--- config.mk ---
export PLATFORM = sky130hd
export DESIGN_NAME = twiddle_ram_loader
export DESIGN_NICKNAME = d
export VERILOG_FILES = /design/src/rtl/twiddle_ram_loader.sv
export SDC_FILE = /design/constraint.sdc
export NUM_CORES = 1
export LEC_CHECK = 0
export CAP_MARGIN = 15
export CORE_MARGIN = 1
export CORE_UTILIZATION = 43
export CTS_CLUSTER_DIAMETER = 30
export DETAILED_ROUTE_END_ITERATION = 16
export PLACE_DENSITY = 0.84
export SLEW_MARGIN = 20
export SYNTH_ARGS = -nofsm -noshare
export SYNTH_HDL_FRONTEND = slang
export SYNTH_SLANG_ARGS = --single-unit
export TNS_END_PERCENT = 30
--- constraint.sdc ---
create_clock -name clk -period 1.88 [get_ports clk]
set_input_delay 0.188 -clock clk [delete_from_list [all_inputs] [get_ports clk]]
set_output_delay 0.188 -clock clk [all_outputs]
set_load 0.005 [all_outputs]
--- src/rtl/twiddle_ram_loader.sv ---
// Copies a master twiddle table into per-stage RAMs: entry i*2^s lands at address i of stage s.
// Latency is T+3 cycles from load_req to load_done at one entry per clock; load_req is dropped while a load runs.
module twiddle_ram_loader #(
    parameter int W          = 32,
    parameter int radix      = 16,
    parameter int NUM_stages = $clog2(radix),
    parameter int ADDR_WIDTH = $clog2(radix / 2)
) (
    input  logic                                    clk,
    input  logic                                    rst,
    input  logic                                    load_req,
    input  logic [NUM_stages-1:0]                   stage_mask,
    output logic                                    tw_rd_en,
    output logic [ADDR_WIDTH-1:0]                   tw_rd_addr,
    input  logic [W-1:0]                            tw_rd_data,
    output logic [NUM_stages-1:0]                   write_en_array,
    output logic [NUM_stages-1:0][ADDR_WIDTH-1:0]   write_addr_array,
    output logic [NUM_stages-1:0][W-1:0]            write_data_array,
    output logic                                    busy,
    output logic                                    load_done
);
    localparam int SW = (NUM_stages > 1) ? $clog2(NUM_stages) : 1;

    typedef enum logic [1:0] {IDLE, READ, DRAIN, DONE} state_t;

    state_t                                r_state;
    state_t                                w_state_nxt;
    logic [NUM_stages-1:0]                 r_mask;
    logic [SW-1:0]                         r_stage;
    logic [ADDR_WIDTH-1:0]                 r_idx;
    logic                                  r_drain_cnt;

    logic                                  r_p_vld;
    logic [SW-1:0]                         r_p_stage;
    logic [ADDR_WIDTH-1:0]                 r_p_idx;

    logic [NUM_stages-1:0]                 r_wr_en;
    logic [NUM_stages-1:0][ADDR_WIDTH-1:0] r_wr_addr;
    logic [NUM_stages-1:0][W-1:0]          r_wr_data;

    logic [SW-1:0]                         w_first_stage;
    logic [SW-1:0]                         w_next_stage;
    logic                                  w_has_next;
    logic                                  w_last_idx;

    // Descending scans so the lowest qualifying stage wins.
    always_comb begin
        w_first_stage = '0;
        w_next_stage  = r_stage;
        w_has_next    = 1'b0;
        for (int s = NUM_stages - 1; s >= 0; s--) begin
            if (stage_mask[s]) begin
                w_first_stage = SW'(s);
            end
            if (r_mask[s] && (SW'(s) > r_stage)) begin
                w_next_stage = SW'(s);
                w_has_next   = 1'b1;
            end
        end
    end

    assign w_last_idx = (r_idx == ADDR_WIDTH'((radix >> (r_stage + 1)) - 1));

    always_comb begin
        w_state_nxt = r_state;
        tw_rd_en    = 1'b0;
        tw_rd_addr  = '0;
        busy        = 1'b0;
        load_done   = 1'b0;
        case (r_state)
            IDLE: begin
                if (load_req) begin
                    w_state_nxt = (|stage_mask) ? READ : DRAIN;
                end
            end
            READ: begin
                tw_rd_en   = 1'b1;
                tw_rd_addr = r_idx << r_stage;
                busy       = 1'b1;
                if (w_last_idx && !w_has_next) begin
                    w_state_nxt = DRAIN;
                end
            end
            DRAIN: begin
                busy = 1'b1;
                if (r_drain_cnt) begin
                    w_state_nxt = DONE;
                end
            end
            DONE: begin
                load_done   = 1'b1;
                w_state_nxt = IDLE;
            end
            default: w_state_nxt = IDLE;
        endcase
    end

    always_ff @(posedge clk) begin
        if (rst) begin
            r_state     <= IDLE;
            r_mask      <= '0;
            r_stage     <= '0;
            r_idx       <= '0;
            r_drain_cnt <= 1'b0;
        end else begin
            r_state <= w_state_nxt;
            case (r_state)
                IDLE: begin
                    if (load_req) begin
                        r_mask      <= stage_mask;
                        r_stage     <= w_first_stage;
                        r_idx       <= '0;
                        r_drain_cnt <= 1'b0;
                    end
                end
                READ: begin
                    if (w_last_idx) begin
                        r_idx   <= '0;
                        r_stage <= w_next_stage;
                    end else begin
                        r_idx <= r_idx + ADDR_WIDTH'(1);
                    end
                end
                DRAIN:   r_drain_cnt <= ~r_drain_cnt;
                default: ;
            endcase
        end
    end

    // Tag stage lines the read up with tw_rd_data; the write lane registers are the second stage.
    always_ff @(posedge clk) begin
        if (rst) begin
            r_p_vld   <= 1'b0;
            r_p_stage <= '0;
            r_p_idx   <= '0;
            r_wr_en   <= '0;
            r_wr_addr <= '0;
            r_wr_data <= '0;
        end else begin
            r_p_vld   <= (r_state == READ);
            r_p_stage <= r_stage;
            r_p_idx   <= r_idx;
            r_wr_en   <= '0;
            r_wr_addr <= '0;
            r_wr_data <= '0;
            if (r_p_vld) begin
                r_wr_en[r_p_stage]   <= 1'b1;
                r_wr_addr[r_p_stage] <= r_p_idx;
                r_wr_data[r_p_stage] <= tw_rd_data;
            end
        end
    end

    assign write_en_array   = r_wr_en;
    assign write_addr_array = r_wr_addr;
    assign write_data_array = r_wr_data;

endmodule

; Word level (Yosys, flattened, before mapping)
; Index checks and enable logic that the tools add are counted.
[word_totals]
mem_bits_rw = 0
rom_bits = 0
register_bits = 162
in_bits = 39
out_inout_bits = 150
latch_bits = 0
mem_count = 0
elab_cells = 94
[classes]
bitwise_logic = 4
n_reduce_logical = 18
n_lt_le_gt_ge = 6
mul = 0
shifts = 2
n_mux = 35
add_sub_neg = 3
n_div = 0
n_eq_ne = 9
[ops]
columns = op, n
row1 = $and A128 B128 Y128, 1
row2 = $demux W32 S2, 1
row3 = $mux W32, 1
row4 = $mux W2, 14
row5 = $and A12 B12 Y12, 1
row6 = $mux W3, 4
row7 = $mux W1, 9
row8 = $ne A2 B2 Y1 const B, 4
row9 = $pmux W2 S4, 1
row10 = $demux W3 S2, 1
row11 = $logic_and A1 B1 Y1, 6
row12 = $pmux W3 S2, 1
row13 = $reduce_and A2 Y1, 3
row14 = $ne A5 B5 Y1 const B, 1
row15 = $shr A5 B3 Y3 const A, 1
row16 = $eq A2 B2 Y1 const B, 2
row17 = $gt A1 B2 Y1 const A, 2
row18 = $gt A2 B2 Y1 const A, 2
row19 = $pmux W2 S2, 1
row20 = $reduce_and A4 Y1, 1
row21 = $reduce_bool A2 Y1, 2
row22 = $reduce_or A2 Y1, 2
row23 = $reduce_or A4 Y1, 1
row24 = $add A2 B1 Y3 const B, 1
row25 = other kinds (13), 14

; Depth between registers and ports, before layout
[logic_depth]
ltp_word = 10
mapped_depth = 7
depth_no_buf = 6

; Worst setup path before layout
; No wires, ideal clock.
[synth_path]
path_kind = flip-flop to flip-flop
from = register r_state[1]
to = register r_stage[0]
required_ns = 1.757
setup_ns = 0.123
arrival_ns = 1.599
stages_incl_launch_ff = 7
slack_ns = 0.158
path_cell_list = dfxtp_1 -> inv_1 -> ha_1 -> clkbuf_1 -> mux2i_1 -> a221oi_2 -> mux2_1
[synth_via]
elab_chain_cells = 3
word_cells_on_any_way = 8
cone_classes = eq/ne (4) / mux (1) / reduce/logical (3)
[synth_rtl]
columns = element, line_no
row1 = from (decl), 26  ; state_t r_state;
row2 = from (signal assigned), 106  ; r_state <= w_state_nxt;
row3 = $eq A2 B1 Y1 or $logic_not A2 Y1 (tied branches), 107  ; case (r_state)
row4 = $ne A5 B5 Y1 (no source line) (tied with other cells), n/a
row5 = $reduce_and A4 Y1 (no source line), n/a
row6 = to (signal assigned), 111  ; r_stage <= w_first_stage;
row7 = to (signal assigned), 119  ; r_stage <= w_next_stage;
row8 = to (decl), 29  ; logic [SW-1:0] r_stage;
; Parallel ways exist; a longest one is shown, timed or not.
; A chain may end at the register's enable or synchronous reset.

; Final worst setup path
[layout_path]
from = register r_state[1]
to = output tw_rd_en
[layout_via]
elab_chain_cells = 2
[layout_rtl]
columns = element, line_no
row1 = $eq A2 B1 Y1, 70  ; case (r_state)
row2 = $mux W1, 70
row3 = to (decl), 13  ; output logic tw_rd_en,
; Every way passes these cells.

==> flow_metrics.tcl <==
set metrics [dict create \
    drcViolationCount 0 \
    core_area_um2 10900 \
    cts_made_buffers 17 \
    layout_min_cycle_time_ns 1.84 \
    synthArstFlopShare_pct 0 \
    maxSlewViolCount 0 \
    p_sw_share_pct 22.9 \
    setup_viol 0 \
    grt_pass1_wl_um 17400 \
    gp_congestion 0.847 \
    yosysUniqueCellTypes 38 \
    synth_commonest_cells "161 x dfxtp_1, 140 x and2_1, 16 x nor2_1, 12 x nand2_1, 11 x clkbuf_1" \
    synth_edf_count 0 \
    cts_tree "done" \
    clockBufferDepth 2 \
    holdWs_ns 0.296 \
    ys_ff_latch 161 \
    peakVddDrop_v 0.000620 \
    critPathRequiredTime_ns 1.69 \
    die_w_um 108 \
    via_per_inst 4.63 \
    grt_overflow_total 0 \
    synth_top_area_share_pct 66.9 \
    clkTransAtPathRegs_ns 0.06 \
    fin_crit_sh_pct 97.8 \
    synth_flop_cell "dfxtp_1" \
    pwr-share-comb_pct 12.3 \
    ys_seq_area_share_pct 66.9 \
    wl_um 11400 \
    path_class "register to output pin" \
    final_hold_viol_count 0 \
    clock_latency_ns 0.51 \
    place_hpwl_um 7860 \
    syn_nets 464 \
    yosys_warnings 0 \
    switchingPower_w 0.00188 \
    grt_usage_pct 20.1 \
    die_h_um 108 \
    fin_tns_setup_ns 0 \
    via_count 3568 \
    finalClockSkew_ns 0.00766 \
    worstRegToRegCells 4 \
    internal_power_w 0.00635 \
    drive_gt1_share_pct 9.35 \
    drtAntennaViolNets 0 \
    netlist_instances 420 \
    htreeDepth 4 \
    antenna_cells 0 \
    cp-end-kind "output pin" \
    worst_pin_slew_ns 0.467 \
    wl_per_cell_um 14.8 \
    syn2layout_area_growth_pct 57.9 \
    p_leak_nw 3.04 \
    cts.sinks 161 \
    drt-initial-drc-count 95 \
    grt_max_degree 32 \
    synth_top_cell_by_area "dfxtp_1" \
    yosys-top-cells-area "dfxtp_1 67%, and2_1 18%, ha_1 1.3%" \
    rsz0062_at_grt "true" \
    cp-start-kind "register" \
    grt_antenna_before_repair 0 \
    p_per_area_nw_per_um2 1080 \
    synth.most_common_cell "dfxtp_1" \
    power_frac_seq_pct 44.5 \
    fmax_mhz 544 \
    avgSynthCellArea_um2 11.5 \
    netlist_area_um2 4820 \
    path_max_fanout 6 \
    fin_nets 663 \
    drv_cap 0 \
    port_buffers 188 \
    min_path_cells 2 \
    status "finished, final reports clean" \
    io_pins 189 \
    root_buffer "clkbuf_8" \
    grt_pass1_vias 3475 \
    first_pass_iters 4 \
    p_clk_share_pct 43.1 \
    rows 38 \
    slew_headroom_pct 68.0 \
    cp.arrival_ns 1.65 \
    hold_path.class "input pin to register" \
    dieArea_um2 11600 \
    start_util_pct 44.2 \
]
[final timing paths]
| check | slack [ns] | start | endpoint |
|---|---|---|---|
| max | 0.04 | r_state[1] | tw_rd_en |
| min reg2reg | 0.46 | r_mask[3] | r_mask[3] |
| max reg2reg | 0.11 | r_stage[1] | r_stage[0] |
| min | 0.30 | tw_rd_data[3] | write_data_array[99] |
[registers in the layout, indices dropped and copies added, names as in the netlist, 3 cells and up]
| register | count |
|---|---|
| write_data_array | 128 |
| r_mask | 3 |
| r_p_idx | 3 |
| write_en_array | 4 |
| r_idx | 3 |
| write_addr_array | 12 |
[cells by family (layout without fill, tap and decap cells)]
logic type / count (synthesis) / count (layout) / share of synthesized area (%)
AO/OA/AOI/OAI: 26 / 26 / 3.92
XOR/XNOR: 1 / 1 / 0.182
adder cells (fa/ha/maj): 5 / 5 / 1.30
buffers and inverters: 26 / 237 / 2.36
flip-flops: 161 / 161 / 66.9
multiplexers: 5 / 5 / 1.09
AND/OR/NAND/NOR: 196 / 196 / 24.2
[layout make-up]
cell class                      instances  area, um2
Clock buffer                           20        445
Tap cell                              140        175
Timing Repair Buffer                  200       2030
Sequential cell                       161       3240
Clock inverter                         11        178
Fill cell                             786       3280
Inverter                                6       22.5
Multi-Input combinational cell        233       1520
[placed cells by master, fill, tap and decap left out, types with 2 or more instances in the layout]
cell	synthesis	layout
clkdlybuf4s50_1	0	184
dfxtp_1	161	156
and2_1	140	140
clkbuf_16	0	16
nor2_1	16	15
nand2_1	12	12
buf_4	0	8
a21oi_1	7	7
nand2b_1	6	6
nor2b_1	6	6
o21ai_0	6	6
nand3_1	5	5
inv_1	6	4
bufinv_16	0	4
buf_12	0	4
mux2i_1	3	3
a211oi_2	1	3
ha_1	5	3
clkbuf_8	0	3
clkinvlp_4	0	3
dfxtp_4	0	3
inv_2	0	2
and2b_1	2	2
o211ai_1	2	2
mux2_1	2	2
nand4_1	2	2
ha_4	0	2
inv_6	0	2
clkinv_4	0	2
dlymetal6s2s_1	0	2
dfxtp_2	0	2
[repair_timing]
item,CTS,global route
cloned,0,0
setup endpoints to repair,5,3
buffers inserted,0,1
pin swaps,0,1
hold buffers,0,0
gates resized for setup,12,8
[power groups by stage]
stage          clock network (W)  registers [W]  logic [W]
2_1_floorplan                  0        0.00368   0.000523
3_3_place_gp                   0        0.00371   0.000928
3_5_place_dp                   0        0.00371   0.000954
4_1_cts                  0.00362        0.00366   0.000975
5_1_grt                  0.00378        0.00368    0.00111
6_report                 0.00355        0.00366    0.00102
[routing by layer]
metal	vias up	wire, um	GRT usage [%]
li1	1724	-	-
met1	1674	4430	21.1
met2	149	5950	36.5
met3	21	752	6.60
met4	0	247	8.61
met5	-	0	0
[critical path, cell delays in order, from the launching register on]
cell and delay [ns]:
dfxtp_4 0.35, inv_2 0.10, ha_4 0.18, clkdlybuf4s50_1 0.51
[stage by stage]
step           total power, W  instance area [um2]  utilization, %  setup slack [ns]  instances
2_1_floorplan         0.00420                 4820               -             0.158        420
3_3_place_gp          0.00463                 6920            63.6             0.162        739
3_5_place_dp          0.00467                 6920            63.6             0.112        739
4_1_cts               0.00825                 7570            69.5            -0.143        770
5_1_grt               0.00857                 7610            69.9           -0.0277        771
6_report              0.00823                 7610            69.9            0.0414        771
Note: power is estimated with default switching activity, not from simulation.
